===== src/rtl/accum_arb_pkg.sv =====
// Shared types and constants for the accumulator round-robin arbiter.
//   state_e  : controller FSM states
//   pkt_t    : one 3-byte packet, byte0 in the low bits
//   pkt_byte : selects byte N of a packet
package accum_arb_pkg;

  localparam int PKT_BYTES = 3;
  localparam int BYTE_W    = 8;
  localparam int PKT_W     = PKT_BYTES * BYTE_W;

  typedef enum logic [1:0] {
    IDLE,
    LOAD,
    WAIT,
    RESP
  } state_e;

  typedef struct packed {
    logic [BYTE_W-1:0] b2;
    logic [BYTE_W-1:0] b1;
    logic [BYTE_W-1:0] b0;
  } pkt_t;

  function automatic logic [BYTE_W-1:0] pkt_byte(input pkt_t p, input logic [1:0] sel);
    case (sel)
      2'd1:    return p.b1;
      2'd2:    return p.b2;
      default: return p.b0;
    endcase
  endfunction

endpackage


===== src/rtl/accum_arbiter_rr_pick.sv =====
// Combinational round-robin priority picker.
//   req : request vector
//   ptr : index searched first; the search wraps from N-1 back to 0
//   gnt : one-hot winner (zero when no request)
//   idx : winner index
//   any : at least one request pending
module rr_pick #(
  parameter int N     = 4,
  parameter int IDX_W = 2
) (
  input  logic [N-1:0]     req,
  input  logic [IDX_W-1:0] ptr,
  output logic [N-1:0]     gnt,
  output logic [IDX_W-1:0] idx,
  output logic             any
);

  // One extra bit so ptr+i can be folded back below N without overflow.
  logic [IDX_W:0] cand;
  logic           found;

  // NOTE: every output of a combinational block gets a default before any
  // branch; a path that leaves one unassigned infers a latch.
  always_comb begin
    gnt   = '0;
    idx   = '0;
    found = 1'b0;
    cand  = '0;
    for (int i = 0; i < N; i++) begin
      cand = {1'b0, ptr} + (IDX_W+1)'(i);
      if (cand >= (IDX_W+1)'(N)) cand = cand - (IDX_W+1)'(N);
      if (!found && req[cand[IDX_W-1:0]]) begin
        found                 = 1'b1;
        gnt[cand[IDX_W-1:0]] = 1'b1;
        idx                   = cand[IDX_W-1:0];
      end
    end
    any = found;
  end

endmodule


===== src/rtl/accum_arbiter.sv =====
// Round-robin controller sharing one 3-byte Accumulator among N_REQ
// requesters. A granted packet is streamed byte0..byte2 on three consecutive
// acc_put cycles; the Accumulator's {r2,r1,r0} is returned to the winner on a
// valid/ready port with its id and an error flag (returned bytes differ from
// the packet sent, or timeout).
//
// Optional build macro ACCUM_ARB_TIMEOUT_EN: WAIT aborts after TIMEOUT cycles
// without acc_done, responding with rsp_data=0 and rsp_err=1. Without it WAIT
// waits indefinitely.
//
// Ports:
//   clk, reset (async, active low)
//   req[N_REQ], req_pkt[N_REQ*24] : per-requester pending level and packet
//   gnt[N_REQ]                    : one-cycle one-hot pulse when a packet is latched
//   acc_put, acc_value            : Accumulator putFlag / value
//   acc_r0..2, acc_r*_valid, acc_done : Accumulator results
//   rsp_valid/rsp_ready/rsp_id/rsp_data/rsp_err : response port
module accum_arbiter
  import accum_arb_pkg::*;
#(
  parameter int N_REQ = 4,
  parameter int ID_W  = $clog2(N_REQ)
`ifdef ACCUM_ARB_TIMEOUT_EN
  , parameter int TIMEOUT = 15
`endif
) (
  input  logic                   clk,
  input  logic                   reset,
  input  logic [N_REQ-1:0]       req,
  input  logic [N_REQ*PKT_W-1:0] req_pkt,
  output logic [N_REQ-1:0]       gnt,
  output logic                   acc_put,
  output logic [BYTE_W-1:0]      acc_value,
  input  logic [BYTE_W-1:0]      acc_r0,
  input  logic [BYTE_W-1:0]      acc_r1,
  input  logic [BYTE_W-1:0]      acc_r2,
  input  logic                   acc_r0_valid,
  input  logic                   acc_r1_valid,
  input  logic                   acc_r2_valid,
  input  logic                   acc_done,
  output logic                   rsp_valid,
  input  logic                   rsp_ready,
  output logic [ID_W-1:0]        rsp_id,
  output logic [PKT_W-1:0]       rsp_data,
  output logic                   rsp_err
);

  state_e            state_q, state_d;
  logic [1:0]        cnt_q, cnt_d;
  pkt_t              pkt_q, pkt_d;
  logic [ID_W-1:0]   id_q, id_d;
  logic [ID_W-1:0]   ptr_q, ptr_d;
  logic [PKT_W-1:0]  rsp_data_q, rsp_data_d;
  logic              rsp_err_q, rsp_err_d;

  logic [N_REQ-1:0]  pick_gnt;
  logic [ID_W-1:0]   pick_idx;
  logic              pick_any;
  logic [PKT_W-1:0]  ret_data;

  rr_pick #(.N(N_REQ), .IDX_W(ID_W)) u_pick (
    .req (req),
    .ptr (ptr_q),
    .gnt (pick_gnt),
    .idx (pick_idx),
    .any (pick_any)
  );

  assign ret_data = {acc_r2, acc_r1, acc_r0};

`ifdef ACCUM_ARB_TIMEOUT_EN
  localparam int TMO_W = $clog2(TIMEOUT + 1);
  logic [TMO_W-1:0] tmo_q, tmo_d;
  logic             tmo_hit;

  // Counter only runs in WAIT, so it is already zero on every WAIT entry.
  always_comb begin
    tmo_d   = (state_q == WAIT) ? tmo_q + 1'b1 : '0;
    tmo_hit = (state_q == WAIT) && (tmo_q == TMO_W'(TIMEOUT - 1));
  end

  always_ff @(posedge clk or negedge reset) begin
    if (!reset) tmo_q <= '0;
    else        tmo_q <= tmo_d;
  end
`endif

  // Outputs are decoded from state so that an asynchronous reset drops
  // acc_put and gnt in the same instant it clears the state register.
  always_comb begin
    state_d    = state_q;
    cnt_d      = cnt_q;
    pkt_d      = pkt_q;
    id_d       = id_q;
    ptr_d      = ptr_q;
    rsp_data_d = rsp_data_q;
    rsp_err_d  = rsp_err_q;
    gnt        = '0;
    acc_put    = 1'b0;
    acc_value  = '0;
    rsp_valid  = 1'b0;

    case (state_q)
      IDLE: begin
        if (pick_any) begin
          gnt     = pick_gnt;
          pkt_d   = pkt_t'(req_pkt[PKT_W*int'(pick_idx) +: PKT_W]);
          id_d    = pick_idx;
          ptr_d   = (pick_idx == ID_W'(N_REQ - 1)) ? '0 : pick_idx + 1'b1;
          cnt_d   = '0;
          state_d = LOAD;
        end
      end
      LOAD: begin
        // The Accumulator discards partial bursts: put stays high all 3 cycles.
        acc_put   = 1'b1;
        acc_value = pkt_byte(pkt_q, cnt_q);
        if (cnt_q == 2'(PKT_BYTES - 1)) state_d = WAIT;
        else                            cnt_d   = cnt_q + 1'b1;
      end
      WAIT: begin
        if (acc_done && acc_r0_valid && acc_r1_valid && acc_r2_valid) begin
          rsp_data_d = ret_data;
          rsp_err_d  = (ret_data != pkt_q);
          state_d    = RESP;
        end
`ifdef ACCUM_ARB_TIMEOUT_EN
        else if (tmo_hit) begin
          rsp_data_d = '0;
          rsp_err_d  = 1'b1;
          state_d    = RESP;
        end
`endif
      end
      RESP: begin
        rsp_valid = 1'b1;
        if (rsp_ready) state_d = IDLE;
      end
      default: state_d = IDLE;
    endcase
  end

  // NOTE: state flops use non-blocking assignments so every register samples
  // the values from before the edge, independent of block ordering.
  always_ff @(posedge clk or negedge reset) begin
    if (!reset) begin
      state_q    <= IDLE;
      cnt_q      <= '0;
      pkt_q      <= '0;
      id_q       <= '0;
      ptr_q      <= '0;
      rsp_data_q <= '0;
      rsp_err_q  <= 1'b0;
    end else begin
      state_q    <= state_d;
      cnt_q      <= cnt_d;
      pkt_q      <= pkt_d;
      id_q       <= id_d;
      ptr_q      <= ptr_d;
      rsp_data_q <= rsp_data_d;
      rsp_err_q  <= rsp_err_d;
    end
  end

  assign rsp_id   = id_q;
  assign rsp_data = rsp_data_q;
  assign rsp_err  = rsp_err_q;

endmodule


===== config.mk =====
export PLATFORM = sky130hd
export DESIGN_NAME = accum_arbiter
export DESIGN_NICKNAME = d
export VERILOG_FILES = /design/src/rtl/accum_arb_pkg.sv /design/src/rtl/accum_arbiter_rr_pick.sv /design/src/rtl/accum_arbiter.sv
export SDC_FILE = /design/constraint.sdc
export NUM_CORES = 1
export LEC_CHECK = 0
export ABC_AREA = 1
export BUFFER_PORTS_ARGS = -buffer_cell sky130_fd_sc_hd__buf_4
export CAP_MARGIN = 10
export CORE_AREA = 2 2 103 105
export CTS_BUF_LIST = sky130_fd_sc_hd__clkbuf_16
export DETAILED_ROUTE_END_ITERATION = 10
export DIE_AREA = 0 0 105 107
export GPL_TIMING_DRIVEN = 0
export PLACE_DENSITY = 0.76
export SLEW_MARGIN = 10
export SYNTH_ARGS = -nofsm -noshare
export SYNTH_HDL_FRONTEND = slang
export SYNTH_SLANG_ARGS = --single-unit

===== constraint.sdc =====
create_clock -name clk -period 2.3 [get_ports clk]
set_input_delay 0.46 -clock clk [delete_from_list [all_inputs] [get_ports clk]]
set_output_delay 0.46 -clock clk [all_outputs]
set_load 0.01 [all_outputs]

==> impl_metrics.ini <==
[clock_tree]
cts_hold_buf = 0
cts_made_buffers = 9
cts_root_buffer = clkbuf_16
cts_sinks = 57
clkSlewWorstSetupHoldPaths_ps = 50
clockBufferDepth = 2
cts_tree = done
clk_latency_ps = 320
cts_max_level = 3

[yosys]
ys_ff_latch = 57
synth_warnings = 0
synth_cell_types = 36
syn_area_sq_um = 4440
synth_nets = 811
synth_ff_type = dfrtp_1
avgSynthCellArea_sq_um = 6.68
ys_seq_area_share_pct = 32.1
async_reset_ff_share_pct = 100
synth_edf_count = 0
syn_inst = 665

[sta]
setup_ws_ps = -196
fin_crit_ps = 2500
tns_ps = -2200
fmax_mhz = 401
slew_headroom_pct = 51.9
timing.final.crit_share_pct = 109
worst_pin_slew_ps = 721
rsz0062_at_grt = true
fin_worst_skew_ps = 3.98
drv_slew = 0
hold_violations = 0
setup_viol = 29

[worst_setup_path]
cpPeakStageDelay_ps = 390
crit_family = simple AND/OR/NAND/NOR gates
reg2reg_from = ptr_q[0]
r2r_setup_slack_ps = -120
crit_path_start_kind = register
rr_endpoint = pkt_q[19]
crit_start = ptr_q[0]
slowest_stage = dfrtp_2
crit_path_cell_trace = clkinv_4 > ha_4 > nand3_1 > nand2_2 > inv_4 > nor2_8 > nand2_4 > o21ai_2 > a21oi_1 > o21ai_1 > nand2_1 > inv_1 > buf_6
endpoint_kind = primary output
cp.required_ps = 1840
crit_arrival_ps = 2040
critPathCapture = gnt[2]
critical_path_depth = 13
crit_fanout = 3
worstSetupPathType = register to primary output
worst-path-buf-inv = 4
r2r_cells = 17

[detailed_routing]
via_count = 4986
drt_pass1_iterations = 4
routed.top_layer = met4
wl_met1_um = 6280
ant_nets = 0
wl_um = 14300
drcViolationCount = 0
viasPerCell = 4.92
wire_per_inst_um = 14.1
wl_met3_um = 864
dr_wl_met2_um = 6830
drtIter0Drc = 347

[final_layout]
drive_gt1_share_pct = 34.9
nFillCells = 869
syn2layout_area_growth_pct = 51.5
nNetsFinal = 1019
mostFrequentLayoutCell = nand2_1
final_util_pct = 66.7
design_area_sq_um = 6740
layout_common_cells = nand2_1 (208), buf_4 (191), inv_1 (113)
antenna_cells = 0

[die]
start_util_pct = 44.0
rows = 37
core_area_sq_um = 10100
io_pins = 172
die_y_um = 107
dieArea_sq_um = 11200
die_x_um = 105

[placed_design]
place_congestion = 0.903
dp_hpwl_um = 10700
port_buffers = 171
dpl_cell_area_sq_um = 5920
preCtsSetupSlack_ps = -220

[global_route]
grt_pass1_wl_um = 21700
grt.overflow.total = 0
grt_pass1_vias = 4691
grt_usage_pct = 23.9
antenna_found_initial = 0
grt_max_degree = 58

[run_status]
violations = negative setup slack
status = finished with violations

[run]
max_cap_viol_count = 0

[hold_path]
min_path_type = primary input to asynchronous set/reset pin

[pwr]
leakage_nw = 3.79
p_per_area_nw_per_um2 = 1640
p_total_mw = 11.0
ir_drop_mv = 1.02
per-layer routing:
metal / vias up / track usage (%)
met1: 2241 / 31.6
met3: 30 / 3.53
met2: 228 / 40.3
li1: 2487 / -
met5: - / 0
met4: 0 / 7.81
cell families (layout without fill, tap and decap cells):
logic type	after synthesis	count (layout)	synth area share [%]
compound gates	54	54	6.76
xor+xnor	16	16	3.15
fa+ha+maj	15	15	4.22
buf+inv	149	360	14.2
flops	57	57	32.1
simple gates	374	375	39.6
cells in the mapped netlist (2+ instances only):
library cell | instances | area (sq um)
nand2_1 | 215 | 807
inv_1 | 115 | 432
nand3_1 | 91 | 455
dfrtp_1 | 57 | 1430
o21ai_0 | 23 | 115
a21oi_1 | 20 | 100
xnor2_1 | 16 | 140
ha_1 | 15 | 188
nand3_2 | 13 | 130
or2_1 | 11 | 68.8
nand2_2 | 9 | 56.3
or2_0 | 9 | 56.3
clkbuf_1 | 8 | 30.0
buf_2 | 7 | 35.0
buf_4 | 6 | 45.0
nand4_1 | 6 | 37.5
nor2_1 | 6 | 22.5
a221oi_1 | 5 | 43.8
buf_6 | 5 | 56.3
inv_2 | 4 | 15.0
or2_2 | 4 | 25.0
buf_1 | 2 | 7.51
nand2_4 | 2 | 22.5
nor3_1 | 2 | 10.0
nor4_1 | 2 | 12.5
o22ai_1 | 2 | 12.5
report_power, final:
part	internal [mW]	switching, mW	leakage (nW)
Sequential	1.48	0.425	0.710
Clock	0.815	0.426	0.147
Combinational	3.51	4.37	2.93
layout make-up:
type                    instances  area (sq um)  area share (%)
inverters                     121           474            7.04
clock buffers                   9           225            3.34
plain buffers                  26           233            3.46
repair buffers                198          1570            23.2
clock inverters                 6          52.6           0.780
multi-input cells             460          2590            38.4
flip-flops and latches         57          1430            21.2
well taps                     136           170            2.53
how the worst min path moves through the flow:
stage                start      endpoint  slack [ps]  depth (start not counted)
5_1_grt              reset  rsp_data[22]         250                          1
3_5_place_dp   rsp_data[4]   rsp_data[4]         460                          2
6_report             reset  rsp_data[22]         180                          1
2_1_floorplan        reset      cnt_q[0]         160                          0
3_3_place_gp   rsp_data[7]   rsp_data[7]         460                          2
4_1_cts              reset  rsp_data[22]         210                          1
through the flow:
stage	instances	hold slack, ps
2_1_floorplan	665	164
3_3_place_gp	972	458
3_5_place_dp	972	460
4_1_cts	994	214
5_1_grt	1013	248
6_report	1013	181
registers in the layout, summed over array words and instances (netlist names):
register  count
pkt_q        24
rsp_data     24
rsp_id        2
state_q       2
cnt_q         2
rsp_err       1
ptr_q         2
what timing repair did:
action | CTS | global route
pin swaps | 7 | 27
setup endpoints to repair | 38 | 43
gates cloned | 0 | 6
resized for setup | 24 | 61
buffers inserted | 9 | 13
Power figures use the tool's default switching activity.
